### src/rtl/db_scheduler_pkg.sv
// Shared types and default widths for the display-buffer frame-memory scheduler.
// Imported by the scheduler interface, the UART write FIFO and the scheduler top.
package db_scheduler_pkg;

  localparam int DB_ADDR_W     = 16;
  localparam int DB_DATA_W     = 8;
  localparam int DB_FIFO_DEPTH = 4;

  // Owner of the RAM port for the coming cycle.
  typedef enum logic [1:0] {
    ST_IDLE,
    ST_VGA,
    ST_UART,
    ST_VBLANK
  } db_state_e;

  // One buffered UART write.
  typedef struct packed {
    logic [DB_ADDR_W-1:0] addr;
    logic [DB_DATA_W-1:0] data;
  } db_wr_entry_t;

endpackage

### src/rtl/db_scheduler_if.sv
// Bundle of every non-clock signal of db_scheduler: VGA read port, UART write port,
// RAM port, DB status lines and FIFO level. The scheduler uses the slave view.
interface db_scheduler_if
  import db_scheduler_pkg::*;
#(
  parameter int ADDR_W     = DB_ADDR_W,
  parameter int DATA_W     = DB_DATA_W,
  parameter int FIFO_DEPTH = DB_FIFO_DEPTH
);

  localparam int LVL_W = $clog2(FIFO_DEPTH) + 1;

  logic              hs_in;
  logic              vs_in;

  logic              vga_rd_req;
  logic [ADDR_W-1:0] vga_rd_addr;
  logic              vga_rd_valid;
  logic [DATA_W-1:0] vga_rd_data;

  logic              uart_wr_valid;
  logic [ADDR_W-1:0] uart_wr_addr;
  logic [DATA_W-1:0] uart_wr_data;
  logic              uart_wr_ready;

  logic              mem_en;
  logic              mem_we;
  logic [ADDR_W-1:0] mem_addr;
  logic [DATA_W-1:0] mem_wdata;
  logic [DATA_W-1:0] mem_rdata;

  logic              HS;
  logic              VS;
  logic              DF_UART;
  logic              DF_VGA;
  logic [LVL_W-1:0]  fifo_level;

  modport slave (
    input  hs_in, vs_in,
    input  vga_rd_req, vga_rd_addr,
    output vga_rd_valid, vga_rd_data,
    input  uart_wr_valid, uart_wr_addr, uart_wr_data,
    output uart_wr_ready,
    output mem_en, mem_we, mem_addr, mem_wdata,
    input  mem_rdata,
    output HS, VS, DF_UART, DF_VGA, fifo_level
  );

  modport master (
    output hs_in, vs_in,
    output vga_rd_req, vga_rd_addr,
    input  vga_rd_valid, vga_rd_data,
    output uart_wr_valid, uart_wr_addr, uart_wr_data,
    input  uart_wr_ready,
    input  mem_en, mem_we, mem_addr, mem_wdata,
    output mem_rdata,
    input  HS, VS, DF_UART, DF_VGA, fifo_level
  );

endinterface

### src/rtl/db_wr_fifo.sv
// Synchronous FIFO of UART write entries. When empty, the head shows the entry being
// pushed so a same-cycle push and pop pass straight through without being stored.
module db_wr_fifo
  import db_scheduler_pkg::*;
#(
  parameter  int DEPTH = DB_FIFO_DEPTH,
  localparam int PTR_W = $clog2(DEPTH),
  localparam int LVL_W = PTR_W + 1
) (
  input  logic             clk,
  input  logic             rst_n,
  input  logic             push,
  input  db_wr_entry_t     push_entry,
  input  logic             pop,
  output db_wr_entry_t     head,
  output logic             full,
  output logic             empty,
  output logic [LVL_W-1:0] level
);

  db_wr_entry_t     mem [DEPTH];
  logic [PTR_W-1:0] wr_ptr;
  logic [PTR_W-1:0] rd_ptr;
  logic             bypass;
  logic             do_push;
  logic             do_pop;

  assign full    = (level == LVL_W'(DEPTH));
  assign empty   = (level == '0);
  assign head    = empty ? push_entry : mem[rd_ptr];
  assign bypass  = empty && push && pop;
  assign do_push = push && !full && !bypass;
  assign do_pop  = pop && !empty;

  // NOTE: the storage array has no reset; pointers and level alone decide which entries are live.
  always_ff @(posedge clk) begin
    if (do_push) begin
      mem[wr_ptr] <= push_entry;
    end
  end

  // NOTE: sequential state uses non-blocking assignments so every register samples pre-edge values.
  always_ff @(posedge clk) begin
    if (!rst_n) begin
      wr_ptr <= '0;
      rd_ptr <= '0;
      level  <= '0;
    end else begin
      if (do_push) begin
        wr_ptr <= wr_ptr + PTR_W'(1);
      end
      if (do_pop) begin
        rd_ptr <= rd_ptr + PTR_W'(1);
      end
      case ({do_push, do_pop})
        2'b10:   level <= level + LVL_W'(1);
        2'b01:   level <= level - LVL_W'(1);
        default: level <= level;
      endcase
    end
  end

endmodule

### src/rtl/db_scheduler.sv
// Frame-memory scheduler: one single-port RAM shared by the VGA reader (strict priority)
// and a buffered UART write path that drains on idle cycles and during vertical blanking.
module db_scheduler
  import db_scheduler_pkg::*;
#(
  parameter int ADDR_W     = DB_ADDR_W,
  parameter int DATA_W     = DB_DATA_W,
  parameter int FIFO_DEPTH = DB_FIFO_DEPTH
) (
  input logic           clk,
  input logic           rst_n,
  db_scheduler_if.slave bus
);

  db_state_e         state;
  db_state_e         state_nxt;

  db_wr_entry_t      push_entry;
  db_wr_entry_t      head;
  logic              push;
  logic              pop;
  logic              fifo_full;
  logic              fifo_empty;
  logic              wr_avail;

  logic              en_nxt;
  logic              we_nxt;
  logic [ADDR_W-1:0] addr_nxt;
  logic [DATA_W-1:0] wdata_nxt;
  logic              rd_valid;

  assign bus.uart_wr_ready = rst_n && !fifo_full;
  assign push              = bus.uart_wr_valid && bus.uart_wr_ready;
  assign push_entry        = '{addr: bus.uart_wr_addr, data: bus.uart_wr_data};
  // A write offered this cycle counts as pending, so an idle RAM takes it with no extra cycle.
  assign wr_avail          = !fifo_empty || push;
  assign pop               = (state_nxt == ST_UART) || (state_nxt == ST_VBLANK);

  db_wr_fifo #(
    .DEPTH (FIFO_DEPTH)
  ) u_wr_fifo (
    .clk        (clk),
    .rst_n      (rst_n),
    .push       (push),
    .push_entry (push_entry),
    .pop        (pop),
    .head       (head),
    .full       (fifo_full),
    .empty      (fifo_empty),
    .level      (bus.fifo_level)
  );

  // NOTE: every variable assigned here gets a default first, so no path can infer a latch.
  always_comb begin
    state_nxt = ST_IDLE;
    en_nxt    = 1'b0;
    we_nxt    = 1'b0;
    addr_nxt  = '0;
    wdata_nxt = '0;

    if (bus.vga_rd_req) begin
      state_nxt = ST_VGA;
    end else if ((state == ST_VBLANK) && !(bus.vs_in && wr_avail)) begin
      // Blanking drain ends on an empty buffer or a falling vs_in; rest one cycle.
      state_nxt = ST_IDLE;
    end else if (wr_avail) begin
      state_nxt = bus.vs_in ? ST_VBLANK : ST_UART;
    end

    case (state_nxt)
      ST_VGA: begin
        en_nxt   = 1'b1;
        addr_nxt = bus.vga_rd_addr;
      end
      ST_UART, ST_VBLANK: begin
        en_nxt    = 1'b1;
        we_nxt    = 1'b1;
        addr_nxt  = head.addr;
        wdata_nxt = head.data;
      end
      default: ;
    endcase
  end

  always_ff @(posedge clk) begin
    if (!rst_n) begin
      state         <= ST_IDLE;
      bus.mem_en    <= 1'b0;
      bus.mem_we    <= 1'b0;
      bus.mem_addr  <= '0;
      bus.mem_wdata <= '0;
      bus.DF_VGA    <= 1'b0;
      bus.DF_UART   <= 1'b0;
      bus.HS        <= 1'b0;
      bus.VS        <= 1'b0;
      rd_valid      <= 1'b0;
    end else begin
      state         <= state_nxt;
      bus.mem_en    <= en_nxt;
      bus.mem_we    <= we_nxt;
      bus.mem_addr  <= addr_nxt;
      bus.mem_wdata <= wdata_nxt;
      bus.DF_VGA    <= (state_nxt == ST_VGA);
      bus.DF_UART   <= we_nxt;
      bus.HS        <= bus.hs_in;
      bus.VS        <= bus.vs_in;
      // The RAM answers the read granted this cycle one edge later.
      rd_valid      <= bus.DF_VGA;
    end
  end

  assign bus.vga_rd_valid = rd_valid;
  assign bus.vga_rd_data  = rd_valid ? bus.mem_rdata : '0;

  a_df_exclusive : assert property (@(posedge clk) disable iff (!rst_n)
    !(bus.DF_VGA && bus.DF_UART));

  a_level_bound : assert property (@(posedge clk) disable iff (!rst_n)
    int'(bus.fifo_level) <= FIFO_DEPTH);

endmodule

### src/flat_wrapper.sv
// flat-port wrapper written by rule: the top's interface ports become plain ports
module db_scheduler_flat import db_scheduler_pkg::*;
#(
  parameter int ADDR_W     = DB_ADDR_W,
  parameter int DATA_W     = DB_DATA_W,
  parameter int FIFO_DEPTH = DB_FIFO_DEPTH
)
  (clk, rst_n, bus_hs_in, bus_vs_in, bus_vga_rd_req, bus_vga_rd_addr, bus_vga_rd_valid, bus_vga_rd_data, bus_uart_wr_valid, bus_uart_wr_addr, bus_uart_wr_data, bus_uart_wr_ready, bus_mem_en, bus_mem_we, bus_mem_addr, bus_mem_wdata, bus_mem_rdata, bus_HS, bus_VS, bus_DF_UART, bus_DF_VGA, bus_fifo_level);
  db_scheduler_if #(.ADDR_W(ADDR_W), .DATA_W(DATA_W), .FIFO_DEPTH(FIFO_DEPTH)) bus_i ();
  input logic clk;
  input logic rst_n;
  input wire logic [$bits(bus_i.hs_in)-1:0] bus_hs_in;
  input wire logic [$bits(bus_i.vs_in)-1:0] bus_vs_in;
  input wire logic [$bits(bus_i.vga_rd_req)-1:0] bus_vga_rd_req;
  input wire logic [$bits(bus_i.vga_rd_addr)-1:0] bus_vga_rd_addr;
  output wire logic [$bits(bus_i.vga_rd_valid)-1:0] bus_vga_rd_valid;
  output wire logic [$bits(bus_i.vga_rd_data)-1:0] bus_vga_rd_data;
  input wire logic [$bits(bus_i.uart_wr_valid)-1:0] bus_uart_wr_valid;
  input wire logic [$bits(bus_i.uart_wr_addr)-1:0] bus_uart_wr_addr;
  input wire logic [$bits(bus_i.uart_wr_data)-1:0] bus_uart_wr_data;
  output wire logic [$bits(bus_i.uart_wr_ready)-1:0] bus_uart_wr_ready;
  output wire logic [$bits(bus_i.mem_en)-1:0] bus_mem_en;
  output wire logic [$bits(bus_i.mem_we)-1:0] bus_mem_we;
  output wire logic [$bits(bus_i.mem_addr)-1:0] bus_mem_addr;
  output wire logic [$bits(bus_i.mem_wdata)-1:0] bus_mem_wdata;
  input wire logic [$bits(bus_i.mem_rdata)-1:0] bus_mem_rdata;
  output wire logic [$bits(bus_i.HS)-1:0] bus_HS;
  output wire logic [$bits(bus_i.VS)-1:0] bus_VS;
  output wire logic [$bits(bus_i.DF_UART)-1:0] bus_DF_UART;
  output wire logic [$bits(bus_i.DF_VGA)-1:0] bus_DF_VGA;
  output wire logic [$bits(bus_i.fifo_level)-1:0] bus_fifo_level;
  assign bus_i.hs_in = bus_hs_in;
  assign bus_i.vs_in = bus_vs_in;
  assign bus_i.vga_rd_req = bus_vga_rd_req;
  assign bus_i.vga_rd_addr = bus_vga_rd_addr;
  assign bus_vga_rd_valid = bus_i.vga_rd_valid;
  assign bus_vga_rd_data = bus_i.vga_rd_data;
  assign bus_i.uart_wr_valid = bus_uart_wr_valid;
  assign bus_i.uart_wr_addr = bus_uart_wr_addr;
  assign bus_i.uart_wr_data = bus_uart_wr_data;
  assign bus_uart_wr_ready = bus_i.uart_wr_ready;
  assign bus_mem_en = bus_i.mem_en;
  assign bus_mem_we = bus_i.mem_we;
  assign bus_mem_addr = bus_i.mem_addr;
  assign bus_mem_wdata = bus_i.mem_wdata;
  assign bus_i.mem_rdata = bus_mem_rdata;
  assign bus_HS = bus_i.HS;
  assign bus_VS = bus_i.VS;
  assign bus_DF_UART = bus_i.DF_UART;
  assign bus_DF_VGA = bus_i.DF_VGA;
  assign bus_fifo_level = bus_i.fifo_level;
  db_scheduler #(.ADDR_W(ADDR_W), .DATA_W(DATA_W), .FIFO_DEPTH(FIFO_DEPTH)) u_core (.clk(clk), .rst_n(rst_n), .bus(bus_i));
endmodule
### config.mk
export PLATFORM = sky130hd
export DESIGN_NAME = db_scheduler_flat
export DESIGN_NICKNAME = d
export VERILOG_FILES = /design/src/rtl/db_scheduler_pkg.sv /design/src/rtl/db_scheduler_if.sv /design/src/rtl/db_wr_fifo.sv /design/src/rtl/db_scheduler.sv /design/src/flat_wrapper.sv
export SDC_FILE = /design/constraint.sdc
export NUM_CORES = 1
export LEC_CHECK = 0
export BUFFER_PORTS_ARGS = -buffer_cell sky130_fd_sc_hd__clkbuf_2
export CAP_MARGIN = 40
export CORE_UTILIZATION = 44
export CTS_BUF_LIST = sky130_fd_sc_hd__clkbuf_16
export DETAILED_ROUTE_END_ITERATION = 7
export PLACE_DENSITY = 0.65
export RECOVER_POWER = 100
export SYNTH_ARGS = -nofsm -noshare
export SYNTH_HDL_FRONTEND = slang
export SYNTH_HIERARCHICAL = 1
export SYNTH_SLANG_ARGS = --single-unit
### constraint.sdc
create_clock -name clk -period 4.8 [get_ports clk]
set_input_delay 0.48 -clock clk [delete_from_list [all_inputs] [get_ports clk]]
set_output_delay 0.48 -clock clk [all_outputs]
set_load 0.05 [all_outputs]
==> metrics.md <==
| Metric | Value |
|---|---|
| Vias in the first global route | ~3000 |
| Netlist Area Pre-Place | between 5000 and 6000 µm² |
| WL final | 10.25 mm |
| Vertical extent of the die | 113.4 µm |
| Number of cells produced by synthesis | 326 |
| Synthesized flop and latch total | about 140 |
| Achievable clock frequency | 266.0 MHz |
| Worst Hold Slack | 0.2495 ns |
| Pre-antenna DRT Iters | 4 |
| Minimum clock period | 3.760 ns |
| Register-to-register setup slack | 1.04 ns |
| DR iter-0 viols | 146 |
| Worst setup EP type | register |
| Critical Path RT | 5.14 ns |
| Result of the run | completed |
| Quantity of I/O buffers inserted on ports | 96 |
| Post-route ant nets | 0 |
| Sequential area share after synthesis | 0.6784 |
| Clock tree from TritonCTS | yes |
| Relative slew slack | 0.3421 |
| H-tree level count | 4 |
| Area of the die | 12860 µm² |
| Internal cell power | roughly 2400 µW |
| Final std cells w/o fill | around 610 |
| Endpoint of the worst register-to-register path | u_core/u_wr_fifo/level[2]$_SDFFE_PN0P_ |
| Count of synthesis-stage warnings from yosys | 6 |
| Final HPWL from detailed placement | 6.361 mm |
| Placed Cells | just under 600 |
| Worst r2r src | u_core/u_wr_fifo/level[0]$_SDFFE_PN0P_ |
| DR DRC count | 0 |
| Final setup skew | 0.01638 ns |
| Number of inserted filler cells in the final layout | about 1000 |
| TritonCTS sink count | about 140 |
| Clock slew seen by the registers of the worst setup and hold paths | approximately 0.060 ns |
| Clock power share | 0.429 |
| Post-layout instance area | around 6600 µm² |
| Worst-case clock buffer depth | 2 |
| Wire length of the first global-routing pass | 15.91 mm |
| Post-CTS setup buffer count | 0 |
| Pin count of the biggest net entering global routing | 31 |
| Power density over the cells | slightly below 500 nW/µm² |
| Number of top-level pins | 97 |
| HP Class | in2reg |
| Post-cts sizing count | 0 |
| Leak pwr | 0.002267 µW |
| Hold-fix buffers at CTS | 0 |
| Distinct cells, synth | 36 |
| Launch instance of the worst min-delay path | bus_vga_rd_addr[5] |
| Worst Path Max Fanout | 17 |
| Number of vias per cell | 4.989 |
| Total Negative Setup Slacks | 0 ns |
| Average routed wire per standard cell | 16.70 µm |
| Count of cells along the worst register-to-register path | 15 |
| Core Area | between 10000 and 15000 µm² |
| Critical Path AT | 4.10 ns |
| Depth of the worst hold-timing path | 3 |
| Net switching power figure | 793.8 µW |
| Category of the critical setup timing path | reg2reg |
| Part of the power in combinational logic | 0.144 |
| Average instance area after synthesis | 16.75 µm² |
| CTS Root Cell | clkbuf_16 |
| Via count | 3063 |
| Setup repair after global routing missed its margin | false |
| Net Count, Synth | around 390 |
| WHS Endpoint | u_core/bus.mem_addr[5]$_SDFF_PN0_ |
| Share of flip-flops with an asynchronous set or reset | 0 |
| Site row count | 40 |
| CTS buffer count | 17 |
| Initial core utilization | 0.4526 |
| CP startpoint | u_core/u_wr_fifo/level[0]$_SDFFE_PN0P_ |
| Clock insertion delay at the later pin of the skew report | 0.41 ns |
| Net count of the finished layout | 493 |
| Proportion of layout cells with a drive suffix above 1 | 0.2601 |
| Antenna violations before repair | 0 |
| Max-cap viol count | 0 |
| Final Max Tran Viols | 0 |
| Startpoint type of the worst setup path | register |
| Footprint of the flip-flops and latches | 3705 µm² |
| Sum of overflow across all layers after global routing | 0 |
| Largest vdd supply drop | 0.2651 mV |
| Proportion of total power due to net switching | 0.2512 |
| Layout area overhead | 20.35% |
| Sequential group share of total power | 0.427 |
| Diode count | 0 |
| Number of setup violations in the final report | 0 |
| Placed instance area | 6093 µm² |
| Final Hold Violating Endpoints | 0 |
| Post-synth EDFFs | between 90 and 100 |
| Final worst path period share | 0.7833 |
| Overall global routing resource usage | 0.1728 |
| Chip Width | 113.4 µm |
| Commonest register cell after synthesis | edfxtp_1 |
| Pin slew with the least headroom to its limit | 0.9848 ns |
| Area occupied by multi-input gates | about 1500 µm² |
| Final weighted congestion of routability-driven global placement | 0.7300 |
==> final cells by class <==
class,count,share of cell area
clock buffers,17,0.06475
multi-input cells,165,0.2350
inverters,7,0.003999
well taps,168,0.03199
repair buffers,105,0.07008
clock inverters,15,0.03028
flip-flops and latches,137,0.5639
==> Yosys cell counts, types with 2 or more instances <==
master / number / share of area
edfxtp_1: 96 / 0.53
dfxtp_1: 41 / 0.15
mux2_2: 24 / 0.050
and2_1: 23 / 0.026
mux4_2: 23 / 0.095
nand2_1: 17 / 0.012
nand3_1: 16 / 0.015
and3_1: 9 / 0.010
o21ai_0: 8 / 0.0073
inv_1: 7 / 0.0048
o21ai_2: 7 / 0.011
buf_2: 6 / 0.0055
nor2b_1: 6 / 0.0069
ha_1: 5 / 0.011
xnor2_1: 4 / 0.0064
buf_12: 3 / 0.011
buf_4: 3 / 0.0041
o21ai_1: 3 / 0.0027
a21boi_0: 2 / 0.0027
a21oi_1: 2 / 0.0018
buf_6: 2 / 0.0041
clkbuf_1: 2 / 0.0014
nand3b_1: 2 / 0.0027
nor3_4: 2 / 0.0060
o21a_1: 2 / 0.0027
==> placed cells by master, fill, tap and decap left out, types with 2 or more instances in the layout <==
master,synthesis,layout
a21boi_0,2,2
a21oi_1,2,2
and2_0,0,10
and2_1,23,13
and3_1,9,9
buf_4,3,3
bufinv_16,0,4
clkbuf_1,2,70
clkbuf_16,0,17
clkbuf_2,1,31
clkinv_2,0,3
clkinv_4,0,4
dfxtp_1,41,40
edfxtp_1,96,96
ha_1,5,5
inv_1,7,7
inv_6,0,2
mux2_2,24,24
mux4_2,23,23
nand2_1,17,17
nand3_1,16,16
nand3b_1,2,2
nor2b_1,6,6
o21a_1,2,2
o21ai_0,8,18
xnor2_1,4,4
==> metal layers <==
metal	vias up	wire [µm]	part of all wire	GRT usage
li1	1443	-	-	-
met1	1524	4272	0.42	0.2172
met2	88	5278	0.51	0.2798
met3	8	578	0.056	0.04782
met4	0	121	0.012	0.08070
met5	-	0	0	0
==> stage by stage <==
stage	setup WS, ns	power, µW	util
global route	0.6943	3275	0.5447
floorplan	1.229	1753	-
CTS	1.418	3219	0.5570
detailed placement	1.440	1863	0.5052
global placement	1.534	1849	0.5023
finish	1.040	3160	0.5447
==> power groups by stage <==
| stage | clock [µW] | sequential (µW) | combinational, µW |
|---|---|---|---|
| CTS | 1380 | 1350 | 488 |
| finish | 1360 | 1350 | 454 |
| floorplan | 0 | 1460 | 289 |
| global route | 1430 | 1360 | 492 |
| detailed placement | 0 | 1380 | 487 |
| global placement | 0 | 1390 | 463 |
==> logic make-up (layout without fill, tap and decap cells) <==
kind of cell / count (synthesis) / in the layout / synth area share
flip-flops: 137 / 137 / 0.6784
XOR/XNOR: 5 / 5 / 0.008022
buffers and inverters: 24 / 144 / 0.03186
AO/OA/AOI/OAI: 25 / 25 / 0.03025
multiplexers: 49 / 49 / 0.1510
AND/OR/NAND/NOR: 80 / 80 / 0.08526
adder cells (fa/ha/maj): 6 / 6 / 0.01513
==> worst max-delay path by stage <==
stage	slack, ns	end	depth (start not counted)
CTS	1.42	u_core/u_wr_fifo/level[2]$_SDFFE_PN0P_	15
finish	1.04	u_core/u_wr_fifo/level[2]$_SDFFE_PN0P_	15
global route	0.69	u_core/u_wr_fifo/level[2]$_SDFFE_PN0P_	15
detailed placement	1.44	u_core/u_wr_fifo/level[2]$_SDFFE_PN0P_	15
global placement	1.53	u_core/u_wr_fifo/level[2]$_SDFFE_PN0P_	15
floorplan	1.23	u_core/u_wr_fifo/level[2]$_SDFFE_PN0P_	16
==> sequential cells by signal (all words and copies together), names as in the netlist, 2 cells and up, named ones only <==
| name | count |
|---|---|
| u_core/bus.mem_addr | 16 |
| u_core/u_wr_fifo/rd_ptr | 2 |
| u_core/state | 2 |
| u_core/bus.mem_wdata | 8 |
| u_core/u_wr_fifo/mem | 96 |
| u_core/u_wr_fifo/level | 3 |
| u_core/u_wr_fifo/wr_ptr | 2 |
==> worst max-delay path: stages (launching register included) <==
cell	delay, ns
dfxtp_1	0.46
inv_1	0.12
and3_1	0.20
nand3b_2	0.22
and2_1	0.19
clkbuf_1	0.38
nor3_1	0.42
nor2_1	0.07
o31a_1	0.33
inv_1	0.09
ha_1	0.17
inv_1	0.06
fa_1	0.37
xor2_1	0.16
or3_1	0.30
a21boi_0	0.16
No activity file was read; power rests on OpenSTA's default activity.
